`src/rtl/lnrv_gpr_sb.sv`:
```
// lnrv general-purpose register file with a per-register busy scoreboard,
// fixed-priority writeback ports and optional same-cycle write-to-read bypass.
module lnrv_gpr_sb #(
  parameter int unsigned DATA_WIDTH = 32,
  parameter int unsigned ADDR_WIDTH = 5,
  parameter int unsigned NUM_RD     = 2,
  parameter int unsigned NUM_WR     = 2,
  parameter int unsigned BYPASS     = 1
) (
  input  logic                         clk,
  input  logic                         reset,
  input  logic [NUM_RD*ADDR_WIDTH-1:0] rd_idx,
  output logic [NUM_RD*DATA_WIDTH-1:0] rd_data,
  output logic [NUM_RD-1:0]            rd_busy,
  input  logic [NUM_WR-1:0]            wr_vld,
  output logic [NUM_WR-1:0]            wr_rdy,
  input  logic [NUM_WR*ADDR_WIDTH-1:0] wr_idx,
  input  logic [NUM_WR*DATA_WIDTH-1:0] wr_data,
  input  logic                         sb_set_vld,
  input  logic [ADDR_WIDTH-1:0]        sb_set_idx,
  output logic                         sb_set_rdy,
  output logic [DATA_WIDTH-1:0]        ra
);

  localparam int unsigned REG_COUNT = 1 << ADDR_WIDTH;

  typedef logic [DATA_WIDTH-1:0] word_t;
  typedef logic [ADDR_WIDTH-1:0] addr_t;

  word_t                regs_q [REG_COUNT];
  word_t                regs_d [REG_COUNT];
  logic [REG_COUNT-1:0] busy_q;
  logic [REG_COUNT-1:0] busy_d;

  addr_t                rd_idx_a  [NUM_RD];
  addr_t                wr_idx_a  [NUM_WR];
  word_t                wr_data_a [NUM_WR];
  logic [NUM_WR-1:0]    wr_blk;
  logic [NUM_WR-1:0]    wr_acc;
  logic                 sb_wr_hit;

  for (genvar p = 0; p < NUM_RD; p++) begin : g_rd_unpack
    assign rd_idx_a[p] = rd_idx[p*ADDR_WIDTH +: ADDR_WIDTH];
  end

  for (genvar k = 0; k < NUM_WR; k++) begin : g_wr_unpack
    assign wr_idx_a[k]  = wr_idx[k*ADDR_WIDTH +: ADDR_WIDTH];
    assign wr_data_a[k] = wr_data[k*DATA_WIDTH +: DATA_WIDTH];
  end

  // A port is held off when any lower-numbered valid port targets the same nonzero index.
  always_comb begin
    wr_blk = '0;
    for (int unsigned k = 1; k < NUM_WR; k++) begin
      for (int unsigned j = 0; j < k; j++) begin
        if (wr_vld[j] && (wr_idx_a[j] == wr_idx_a[k]) && (wr_idx_a[k] != '0)) begin
          wr_blk[k] = 1'b1;
        end
      end
    end
  end

  assign wr_acc = wr_vld & ~wr_blk;
  assign wr_rdy = ~wr_vld | ~wr_blk;

  always_comb begin
    sb_wr_hit = 1'b0;
    for (int unsigned k = 0; k < NUM_WR; k++) begin
      if (wr_acc[k] && (wr_idx_a[k] == sb_set_idx)) begin
        sb_wr_hit = 1'b1;
      end
    end
  end

  assign sb_set_rdy = ~busy_q[sb_set_idx] | sb_wr_hit | (sb_set_idx == '0);

  // Writes clear busy; an accepted set is applied last so it wins a same-index clear.
  always_comb begin
    regs_d = regs_q;
    busy_d = busy_q;
    for (int unsigned k = 0; k < NUM_WR; k++) begin
      if (wr_acc[k] && (wr_idx_a[k] != '0)) begin
        regs_d[wr_idx_a[k]] = wr_data_a[k];
        busy_d[wr_idx_a[k]] = 1'b0;
      end
    end
    if (sb_set_vld && sb_set_rdy && (sb_set_idx != '0)) begin
      busy_d[sb_set_idx] = 1'b1;
    end
  end

  always_ff @(posedge clk or posedge reset) begin
    if (reset) begin
      regs_q <= '{default: '0};
      busy_q <= '0;
    end else begin
      regs_q <= regs_d;
      busy_q <= busy_d;
    end
  end

  always_comb begin
    rd_data = '0;
    rd_busy = '0;
    for (int unsigned p = 0; p < NUM_RD; p++) begin
      if (rd_idx_a[p] != '0) begin
        rd_data[p*DATA_WIDTH +: DATA_WIDTH] = regs_q[rd_idx_a[p]];
        rd_busy[p]                          = busy_q[rd_idx_a[p]];
        if (BYPASS != 0) begin
          for (int unsigned k = 0; k < NUM_WR; k++) begin
            if (wr_acc[k] && (wr_idx_a[k] == rd_idx_a[p])) begin
              rd_data[p*DATA_WIDTH +: DATA_WIDTH] = wr_data_a[k];
              rd_busy[p]                          = 1'b0;
            end
          end
        end
      end
    end
  end

  assign ra = regs_q[1];

endmodule
```
`config.mk`:
```
export PLATFORM = sky130hd
export DESIGN_NAME = lnrv_gpr_sb
export DESIGN_NICKNAME = d
export VERILOG_FILES = /design/src/rtl/lnrv_gpr_sb.sv
export SDC_FILE = /design/constraint.sdc
export NUM_CORES = 2
export LEC_CHECK = 0
export CAP_MARGIN = 0
export CORE_MARGIN = 8
export CORE_UTILIZATION = 45
export CTS_CLUSTER_SIZE = 10
export DETAILED_ROUTE_END_ITERATION = 8
export PLACE_DENSITY = 0.62
export SLEW_MARGIN = 20
export SYNTH_ARGS = -nofsm -noshare
export SYNTH_HDL_FRONTEND = slang
export SYNTH_SLANG_ARGS = --single-unit
export TNS_END_PERCENT = 1
```
`constraint.sdc`:
```
create_clock -name clk -period 34.1 [get_ports clk]
set_input_delay 5.115 -clock clk [delete_from_list [all_inputs] [get_ports clk]]
set_output_delay 5.115 -clock clk [all_outputs]
set_load 0.1 [all_outputs]
```
== Word-level counts from Yosys, hierarchy flattened ==
Index checks and enable logic that the tools add are counted.
Word-level totals
  memory bits (read-only): 0
  bits in writable memories: 0
  input bits: 94
  output and inout bits: 101
  memories: 0
  logic and storage cells: 137
  bits in latches: 0
  register bits after elaboration: 1056
Cells by class
  magnitude comparators: 14
  div/mod/pow operators: 0
  bitwise gates (word level): 16
  shift-type cells: 0
  multipliers: 0
  reductions and logical operators: 23
  add/subtract/negate cells: 0
  eq/ne operators: 7
  multiplexer cells: 44
Operators by type and width (count)
  $bwmux W1024: 2
  $mux W1024: 2
  $mux W32: 15
  $bmux W32 S5: 2
  $demux W32 S5: 2
  $and A32 B32 Y32: 2
  $not A32 Y32: 2
  $eq A5 B5 Y1: 7
  $or A32 B32 Y32: 1
  $lt A5 B6 Y1 const B: 5
  $reduce_bool A5 Y1: 5
  $ge A6 B6 Y1 const B: 4
  $not A5 Y6: 4
  $logic_and A1 B1 Y1: 17
  $bmux W1 S5: 3
  $demux W1 S5: 3
  $ge A5 B1 Y1 const B: 3
  $mux W1: 15
  $lt A6 B1 Y1 const B: 2
  $logic_not A5 Y1: 1
  $not A2 Y2: 2
  $and A2 B2 Y2: 1
  $or A1 B1 Y1: 2
  $or A2 B2 Y2: 1
  $not A1 Y1: 1

== Longest topological paths before layout ==
  depth after elaboration: 14
  depth in mapped cells: 12
  gate-level depth less buffers: 6

== Worst setup path before layout ==
OpenSTA, ideal clock, no wires.
  path kind: input port to output port
  start point: input wr_idx[5]
  end point: output rd_data[62]
  path slack: 20.074 ns
  buffers on the path: 5
  stages on the path: 11
  data arrival time: 8.911 ns
  cells stage by stage: buf_4 nor2_1 and2_1 buf_2 o41a_1 buf_2 buf_2 nand2_1 buf_2 o221ai_1 a21boi_0
On the way
  cells in the longest elaborated chain, start to end: 9
RTL lines
  from (decl): RTL line 17  | input logic [NUM_WR*ADDR_WIDTH-1:0] wr_idx,
  $eq A5 B5 Y1: RTL line 56  | if (wr_vld[j] && (wr_idx_a[j] == wr_idx_a[k]) && (wr_idx_a[k] != '0)) begin
  $logic_and A1 B1 Y1 (2 in series): RTL line 56
  $mux W1: RTL line 56
  $not A2 Y2: RTL line 63  | assign wr_acc = wr_vld & ~wr_blk;
  $and A2 B2 Y2: RTL line 63
  $logic_and A1 B1 Y1 *: RTL line 111  | if (wr_acc[k] && (wr_idx_a[k] == rd_idx_a[p])) begin
  $mux W32 *: RTL line 111
  $mux W32 *: RTL line 106  | if (rd_idx_a[p] != '0) begin
  to (decl): RTL line 13  | output logic [NUM_RD*DATA_WIDTH-1:0] rd_data,
Mark *: on every way between the ends. The rest lies on a longest branch, timed or not.

== Worst setup path in the final report ==
  start point: input wr_idx[8]
  end point: output rd_data[20]
The elaborated chain is that of the path after synthesis.

==> qor.yml <==
timing:
  timing_max_transition_violations_final: 0
  setup_total_negative_slack_ps: 0
  final_min_period_over_clock_period_pct: 49.8
  worst-slew-pin-transition_ps: 1280
  setup_repair_after_global_routing_missed_its_margin: "false"
  final-hold-violation-count: 0
  whs_ps: 397
  finClkSkew_ps: 15.1
  achievable-frequency_mhz: 58.8
  finalWorstPathRequiredPeriod_ps: 17000
  report.final.setup_viol: 0
  timing.max_slew.rel_slack_pct: 14.2
die:
  starting_density_of_the_core_pct: 45.2
  core_mm2: 0.150
  design.die.area_mm2: 0.163
  ioPinCount: 195
  rows: 142
  die_x_um: 404
  chipHeight_um: 404
route:
  first_pass_iters: 8
  antenna_left: 0
  drt_iter0_drc: 8653
  met3_wirelength_um: 37500
  detail_route.wirelength.met1_um: 107000
  routed-via-count: 57100
  drt-vias-per-instance: 6.76
  post-route-drc-count: 0
  top_layer_used: "met5"
  total_wirelength_um: 279000
  met2_length_um: 119000
  avgRoutedWirePerCell_um: 33.1
pwr:
  power_leakage_uw: 0.0320
  ir_drop_mv: 0.0535
  p_per_area_mw_per_mm2: 60.5
worst_setup_path:
  critical_path_required_ps: 28980
  critical_path.cell_chain: "clkdlybuf4s50_1 > nor3_1 > and2_2 > buf_4 > o41a_2 > buf_4 > and2_2 > a211oi_1 > nor3_1 > clkdlybuf4s50_1"
  crit_path_max_incr_delay_ps: 1290
  critical_path.reg2reg.startpoint: "busy_q[6]"
  timing.critical_path.from: "wr_idx[8]"
  endpoint_kind: "output port"
  critical_path_fanouts_max: 43
  worstSetupStartpointType: "input port"
  critical_path_class: "in2out"
  timing.critical_path.arrival_ps: 11880
  cpLargestDelayFamily: "buffers and inverters"
  timing.reg2reg.setup_slack_ps: 31600
  critical_path_buf_inv_count: 4
  slowest_stage: "sky130_fd_sc_hd__clkdlybuf4s50_1"
synthesis:
  post_synthesis_cell_area_mm2: 0.0677
  synth_largest_type_area_fraction_pct: 39.1
  synth-compound-area-share_pct: 13.1
  synth_simple_gate_area_share_pct: 10.0
  top_area_cells_in_the_synthesized_netlist: "sky130_fd_sc_hd__dfrtp_1 (39%), sky130_fd_sc_hd__mux2i_1 (17%), sky130_fd_sc_hd__mux4_2 (12%), sky130_fd_sc_hd__a21oi_1 (7.6%), sky130_fd_sc_hd__nor2_1 (5.8%)"
  adder_cell_share_of_the_synthesized_area_pct: 0
  synth_async_sr_flop_share_pct: 100
  synth_enable_flop_cells: 0
  syn_avg_cell_area_um2: 9.96
  synthXorXnorAreaFrac_pct: 0.453
  synth-main-ff-cell: "sky130_fd_sc_hd__dfrtp_1"
  synth_register_bits: 1056
  portion_of_the_post_synthesis_area_used_by_sequential_elements_pct: 39.1
  yosysUniqueCellTypes: 62
  combinational_family_with_the_most_area_after_synthesis: "multiplexers"
  yosysWarningCount: 0
  synth_cells: 6792
  synth.mux.area_fraction_pct: 31.4
  synth.net_count: 6886
  yosys.area.top_type: "sky130_fd_sc_hd__dfrtp_1"
global_route:
  grt_antenna_before_repair: 10
  grt_max_degree: 161
  grt_first_pass_wirelength_um: 398000
  grtUsageTotal_pct: 32.9
  grt_pass1_vias: 54700
  grt_overflow_total: 0
cts:
  worstSkewPairLatency_ps: 750
  worst_setup_hold_path_clk_slew_ps: 60
  clk_root_buffer_cell: "sky130_fd_sc_hd__clkbuf_16"
  post_cts_hold_buffer_count: 0
  cts_tree: "built"
  ctsHtreeMaxLevel: 3
  cts.repair_timing.setup_buffer_count: 0
  numCtsBuffers: 119
  number_of_resized_instances_in_the_post_cts_repair_step: 0
  cts-root-to-sink-buffers: 3
  cts.sink_count: 1056
min_path:
  holdCritPathClass: "reg2reg"
  holdCritStartpoint: "regs_q[1017]"
final_layout:
  areaGrowthSynthToFinish_pct: 8.90
  nNetsFinal: 6492
  post_route_cells_drive_above_1_share_pct: 14.7
  fillerInstances: 13800
  finish.utilization_pct: 49.3
placed_design:
  buffer_ports.inserted: 193
  routabilityCongestion: 0.972
  place_hpwl_um: 156000
flow_run:
  drv.max_cap_violation_count: 0
outcome:
  run_status: "complete, no violations"
==> metrics by stage <==
stage               area, um2  instances  worst slack [ps]  total power [uW]
finish                  73700       8451             17100              4460
global route            73700       8446             17070              4620
detailed placement      70300       8288             17200              3260
global placement        70300       8288             17230              3210
CTS                     73500       8441             17170              4430
floorplan               67700       6792             14420              2890
==> state kept, by name, summed over array words and instances, names as in the netlist <==
| name | count |
|---|---|
| regs_q | 992 |
| busy_q | 32 |
| ra | 32 |
==> cells in the mapped netlist (5+ instances only) <==
library cell,n
sky130_fd_sc_hd__and2_1,11
sky130_fd_sc_hd__nor4_1,13
sky130_fd_sc_hd__or3_1,28
sky130_fd_sc_hd__o22a_1,11
sky130_fd_sc_hd__a31oi_1,29
sky130_fd_sc_hd__nand3_1,113
sky130_fd_sc_hd__a21oi_1,1033
sky130_fd_sc_hd__nor3b_1,8
sky130_fd_sc_hd__buf_2,293
sky130_fd_sc_hd__nand2_1,186
sky130_fd_sc_hd__mux2_2,122
sky130_fd_sc_hd__nand2b_1,6
sky130_fd_sc_hd__and3_1,14
sky130_fd_sc_hd__mux2i_1,1145
sky130_fd_sc_hd__clkbuf_1,485
sky130_fd_sc_hd__a22o_1,9
sky130_fd_sc_hd__nor4b_1,8
sky130_fd_sc_hd__o21ai_0,72
sky130_fd_sc_hd__a221oi_1,43
sky130_fd_sc_hd__o21a_1,5
sky130_fd_sc_hd__a211oi_1,79
sky130_fd_sc_hd__nor2b_1,17
sky130_fd_sc_hd__mux4_2,372
sky130_fd_sc_hd__nor2_1,1042
sky130_fd_sc_hd__a311oi_1,11
sky130_fd_sc_hd__o22ai_1,101
sky130_fd_sc_hd__a22oi_1,138
sky130_fd_sc_hd__xor2_1,10
sky130_fd_sc_hd__buf_1,56
sky130_fd_sc_hd__nand3b_1,18
sky130_fd_sc_hd__dfrtp_1,1056
sky130_fd_sc_hd__buf_4,67
sky130_fd_sc_hd__nor3_1,104
sky130_fd_sc_hd__xnor2_1,25
sky130_fd_sc_hd__buf_6,6
==> final cells by class <==
type,instances,area [um2],share of cell area (%)
repair buffers,396,3610,4.91
clock buffers,147,3180,4.32
diodes,5,12.5,0.0170
well taps,2016,2520,3.42
multi-input cells,4821,37800,51.4
flip-flops and latches,1056,26400,35.9
inverters,4,18.8,0.0255
clock inverters,6,60.1,0.0815
==> worst paths after layout <==
kind | endpoint | cells past startpoint
hold / removal | regs_q[1017] | 0
hold reg to reg | regs_q[1017] | 0
setup / recovery | rd_data[20] | 10
setup reg to reg | busy_q[4] | 7
min in group asynchronous | regs_q[573] | 2
max in group asynchronous | regs_q[11] | 6
==> cell families after synthesis <==
logic type | Yosys count
compound gates | 1549
mux | 1639
buf+inv | 915
flops | 1056
simple gates | 1597
xor+xnor | 35
other cells | 1
==> where the power goes <==
group | internal (uW) | switching [uW] | leakage (uW) | total [uW]
clock | 641 | 530 | 0.00159 | 1170
sequential | 1590 | 286 | 0.0126 | 1880
combinational | 629 | 780 | 0.0177 | 1410
==> layer usage <==
layer	track usage, %	up-vias
met5	0	-
met4	16.0	4
met3	11.0	872
met2	48.0	4158
met1	44.1	28300
li1	-	23800
==> placed cells by master, fill, tap and decap left out, types with 100 or more instances in the layout <==
master                            synthesis  layout
sky130_fd_sc_hd__mux2i_1               1145    1145
sky130_fd_sc_hd__dfrtp_1               1056    1056
sky130_fd_sc_hd__a21oi_1               1033    1033
sky130_fd_sc_hd__nor2_1                1042    1026
sky130_fd_sc_hd__mux4_2                 372     372
sky130_fd_sc_hd__buf_4                   67     192
sky130_fd_sc_hd__clkdlybuf4s50_1          0     185
sky130_fd_sc_hd__nand2_1                186     173
sky130_fd_sc_hd__a22oi_1                138     138
sky130_fd_sc_hd__mux2_2                 122     122
sky130_fd_sc_hd__clkbuf_16                0     120
sky130_fd_sc_hd__o22ai_1                101     101
sky130_fd_sc_hd__nor3_1                 104     100
==> worst reg2reg max path: stages (launching register included) <==
cell and delay [ps]:
sky130_fd_sc_hd__dfrtp_1 450, sky130_fd_sc_hd__mux2i_1 140, sky130_fd_sc_hd__a221oi_2 280, sky130_fd_sc_hd__a21oi_1 60, sky130_fd_sc_hd__or4_4 560, sky130_fd_sc_hd__a2111oi_4 290, sky130_fd_sc_hd__buf_4 390, sky130_fd_sc_hd__o21ai_0 180
Note: power is estimated with default switching activity, not from simulation.
